[src/rtl/neuron_sample_feeder.sv]
// rtl/neuron_sample_feeder.sv - training-sample source feeding the neuron controller, with epoch/convergence tracking
module neuron_sample_feeder #(
    parameter int DW        = 8,
    parameter int DEPTH     = 16,
    parameter int AW        = 4,
    parameter int MAX_EPOCH = 255
) (
    input  logic          clk,
    input  logic          rst,
    input  logic          wr_en,
    input  logic [AW-1:0] wr_addr,
    input  logic [DW-1:0] wr_x1,
    input  logic [DW-1:0] wr_x2,
    input  logic          wr_t,
    input  logic [AW:0]   num_samples,
    input  logic          start,
    input  logic          ready,
    input  logic          weight_changed,
    output logic [DW-1:0] x1,
    output logic [DW-1:0] x2,
    output logic          t,
    output logic          valid,
    output logic [AW-1:0] sample_idx,
    output logic [7:0]    epoch_cnt,
    output logic          epoch_done,
    output logic          converged,
    output logic          timeout,
    output logic          busy
);

    typedef enum logic [2:0] {IDLE, FETCH, PRESENT, EPOCH_END, DONE} state_t;

    state_t            state, state_nxt;
    logic [2*DW:0]     mem [DEPTH];
    logic [AW:0]       n_lat;
    logic              changed;
    logic              idle_like;
    logic              start_ok;
    logic              last;
    logic              changed_eff;
    logic              final_epoch;

    assign idle_like   = (state == IDLE) || (state == DONE);
    assign start_ok    = idle_like && start && (num_samples != '0);
    assign last        = ({1'b0, sample_idx} == (n_lat - (AW+1)'(1)));
    // A weight update arriving in the EPOCH_END cycle still belongs to the epoch being closed.
    assign changed_eff = changed | weight_changed;
    assign final_epoch = (({1'b0, epoch_cnt} + 9'd1) == 9'(MAX_EPOCH));

    assign valid      = (state == PRESENT);
    assign busy       = (state == FETCH) || (state == PRESENT) || (state == EPOCH_END);
    assign epoch_done = (state == EPOCH_END);

    always_ff @(posedge clk or negedge rst) begin
        if (!rst) state <= IDLE;
        else      state <= state_nxt;
    end

    always_comb begin
        state_nxt = state;
        case (state)
            IDLE, DONE: if (start_ok) state_nxt = FETCH;
            FETCH:      state_nxt = PRESENT;
            PRESENT:    if (ready) state_nxt = last ? EPOCH_END : FETCH;
            EPOCH_END:  state_nxt = (!changed_eff || final_epoch) ? DONE : FETCH;
            default:    state_nxt = IDLE;
        endcase
    end

    // Sample storage is deliberately not reset so a reset between runs keeps the training set.
    always_ff @(posedge clk) begin
        if (wr_en && idle_like) mem[wr_addr] <= {wr_x1, wr_x2, wr_t};
    end

    always_ff @(posedge clk or negedge rst) begin
        if (!rst) begin
            x1         <= '0;
            x2         <= '0;
            t          <= 1'b0;
            sample_idx <= '0;
            epoch_cnt  <= '0;
            converged  <= 1'b0;
            timeout    <= 1'b0;
            changed    <= 1'b0;
            n_lat      <= '0;
        end else begin
            case (state)
                IDLE, DONE: begin
                    if (start_ok) begin
                        n_lat      <= (num_samples > (AW+1)'(DEPTH)) ? (AW+1)'(DEPTH) : num_samples;
                        sample_idx <= '0;
                        epoch_cnt  <= '0;
                        changed    <= 1'b0;
                        converged  <= 1'b0;
                        timeout    <= 1'b0;
                    end
                end
                FETCH: begin
                    {x1, x2, t} <= mem[sample_idx];
                    if (weight_changed) changed <= 1'b1;
                end
                PRESENT: begin
                    if (weight_changed) changed <= 1'b1;
                    if (ready && !last) sample_idx <= sample_idx + 1'b1;
                end
                EPOCH_END: begin
                    if (epoch_cnt != 8'hFF) epoch_cnt <= epoch_cnt + 8'd1;
                    sample_idx <= '0;
                    if (!changed_eff) begin
                        converged <= 1'b1;
                    end else if (final_epoch) begin
                        timeout <= 1'b1;
                        changed <= 1'b1;
                    end else begin
                        changed <= 1'b0;
                    end
                end
                default: ;
            endcase
        end
    end

endmodule
[config.mk]
export PLATFORM = sky130hd
export DESIGN_NAME = neuron_sample_feeder
export DESIGN_NICKNAME = d
export VERILOG_FILES = /design/src/rtl/neuron_sample_feeder.sv
export SDC_FILE = /design/constraint.sdc
export NUM_CORES = 1
export LEC_CHECK = 0
export CAP_MARGIN = 30
export CORE_ASPECT_RATIO = 0.8
export CORE_UTILIZATION = 58
export DETAILED_ROUTE_END_ITERATION = 10
export PLACE_DENSITY = 0.89
export SYNTH_ARGS = -nofsm -noshare
export SYNTH_HDL_FRONTEND = slang
export SYNTH_SLANG_ARGS = --single-unit
[constraint.sdc]
create_clock -name clk -period 7.5 [get_ports clk]
set_input_delay 1.125 -clock clk [delete_from_list [all_inputs] [get_ports clk]]
set_output_delay 1.125 -clock clk [all_outputs]
set_load 0.01 [all_outputs]
==> reports/qor.yml <==
status: "finished, violations left"
violations: "DRC"
ctsHoldBuffers: 0
die_x_um: 165.8
post_cts.repair.setup_buffers: 0
synthCells: 629
antennaDiodeCount: 0
die_area_mm2: 0.02206
synth_top_cell_by_area: "edfxtp_1"
htree_levels: 1
grt_pass1_vias: 6864
syn_area_mm2: 0.01245
synth_cell_type_count: 52
gp_congestion: 0.8480
rows: 47
synth_top_area_share_pct: 65.61
synth_area_per_cell_um2: 19.79
nets: 752
r2r_end: "x2[4]"
syn_to_final_growth_pct: 16.84
yosysSeqAreaShare_pct: 73.65
clock_sinks: 312
drv_slew: 0
fin_crit_sh_pct: 50.66
cts_tree: "built"
design_area_mm2: 0.01455
vias: 6843
rsz0062_at_grt: "false"
clk_transition_reported_paths_ps: 60
cpMaxStageDelayCell: "buf_4"
ctsResizeCount: 0
path_cells: "buf_4, clkdlybuf4s50_1"
core_area_mm2: 0.02088
start_util_pct: 59.63
finalSetupViolations: 0
placed_cell_area_mm2: 0.01342
power_density_mw_per_mm2: 321.8
synth_seq_cells: 312
die_h_um: 133.0
worstHoldStart: "x1[1]"
final_common_cell: "edfxtp_1"
cts_buffers: 29
ant_nets: 0
final_cells: 1007
wl_per_cell_um: 28.44
max_cap_violations: 0
root_buffer: "clkbuf_16"
worstPathRequired_ps: 6380
period_minus_slack_ps: 3800
drtIter0Drc: 911
synth_nets: 665
grt_pass1_wl_um: 43010
async_flop_share_pct: 12.82
ys_top_cells_by_area: "edfxtp_1, mux4_2, dfrtp_1, mux4_1, mux2_2"
worstReg2RegStart: "sample_idx[1]"
min_path_type: "reg -> reg"
grt_overflow: 0
tightest_slew_ps: 1004
dp.cells: 951
worstSkewPairLatency_ps: 540
grt_max_degree: 61
yosys_warnings: 0
drive_above_1_share_pct: 20.05
synth_edf_count: 272
tns_ps: 0
crit_arrival_ps: 2670
first_pass_iters: 11
wl_um: 28640
viasPerCell: 6.795
rrSetupSlack_ps: 4630
fillerInstances: 1149
p_leak_nw: 4.752
slowest_delay_ps: 760
ios: 66
portBuffers: 65
ys.flop_type: "edfxtp_1"
fmax_mhz: 263.2
hold_violations: 0
post-dp-hpwl_um: 15960
max_slew_margin_pct: 33.06
final_cell_mix: "edfxtp_1, clkdlybuf4s50_1, mux4_2"
start_kind: "flop"
grtUsageTotal_pct: 26.75
holdPathEnd: "x1[1]"
end_kind: "primary output"
fin_skew_ps: 8.360
critical_path_class: "reg -> out"
clk_path_buf_depth: 3
regArea_mm2: 0.009178
multi_input_area_mm2: 0.003089
total_power_mw: 4.681
antenna_found_initial: 0
r2r_cells: 4
crit_fanout: 60
peakVddDrop_mv: 0.2016
hold_path_depth: 1
drc: 4
[registers in the layout, indices dropped and copies added (netlist names)]
name / flops
timeout: 1
state: 3
t: 1
mem: 272
x2: 8
n_lat: 5
changed: 1
epoch_cnt: 8
sample_idx: 4
converged: 1
x1: 8
[power by group]
part	internal [mW]	total, mW	switching (mW)
Combinational	0.481	0.945	0.464
Clock	1.00	1.62	0.614
Sequential	2.00	2.12	0.119
Total	3.48	4.68	1.20
[Yosys cell counts (3+ instances only)]
| cell | count |
|---|---|
| mux4_1 | 22 |
| a21oi_1 | 9 |
| buf_2 | 13 |
| inv_1 | 8 |
| clkbuf_1 | 6 |
| buf_6 | 3 |
| mux2i_1 | 20 |
| mux2_2 | 19 |
| ha_1 | 4 |
| edfxtp_1 | 272 |
| or3_1 | 3 |
| nand3_1 | 3 |
| o31ai_1 | 6 |
| a221o_1 | 16 |
| nor3_1 | 23 |
| o21ai_0 | 17 |
| dfrtp_1 | 40 |
| nand4_1 | 4 |
| buf_1 | 4 |
| nand2b_1 | 7 |
| nor2_1 | 25 |
| nand2_1 | 19 |
| mux4_2 | 45 |
| xnor2_1 | 7 |
[worst max-delay path by stage]
stage                    endpoint     startpoint  slack [ps]
finish              sample_idx[1]  sample_idx[1]        3700
global route        sample_idx[1]  sample_idx[1]        3640
CTS                 sample_idx[1]  sample_idx[1]        3690
detailed placement     mem[10][3]          wr_en        4020
global placement       mem[10][1]          wr_en        4180
floorplan               mem[0][0]     wr_addr[1]        4330
[logic make-up after synthesis]
family                   Yosys count  share of synthesized area, %
adder cells (fa/ha/maj)            4                        0.4020
AND/OR/NAND/NOR                   96                         3.789
flip-flops                       312                         73.65
AO/OA/AOI/OAI                     64                         3.789
XOR/XNOR                           8                        0.5628
multiplexers                     106                         16.11
buffers and inverters             39                         1.698
[area by class of cell]
type,count,area share [%]
flip-flops and latches,312,63.09
multi-input cells,278,21.24
clock buffers,41,5.918
repair buffers,87,5.763
well taps,269,2.314
clock inverters,12,1.471
inverters,8,0.2064
[worst max-delay path: cells and delay by family (launching register included)]
family,cells,cell delay [ps]
flops,1,600
buf+inv,2,1470
[per-stage QoR]
| step | hold slack (ps) | util (%) | setup slack (ps) |
|---|---|---|---|
| CTS | 505.0 | 69.44 | 3685 |
| global route | 522.1 | 69.68 | 3644 |
| global placement | 485.8 | 64.29 | 4185 |
| detailed placement | 501.0 | 64.29 | 4022 |
| floorplan | 472.6 | - | 4328 |
| finish | 504.8 | 69.68 | 3700 |
[routing by layer]
metal	routed length [µm]	global-route usage [%]	vias up
met5	0	0	-
met4	893	8.100	0
li1	-	-	2771
met1	10700	36.87	3506
met3	3136	5.773	94
met2	13920	43.62	472
Power figures use the tool's default switching activity.
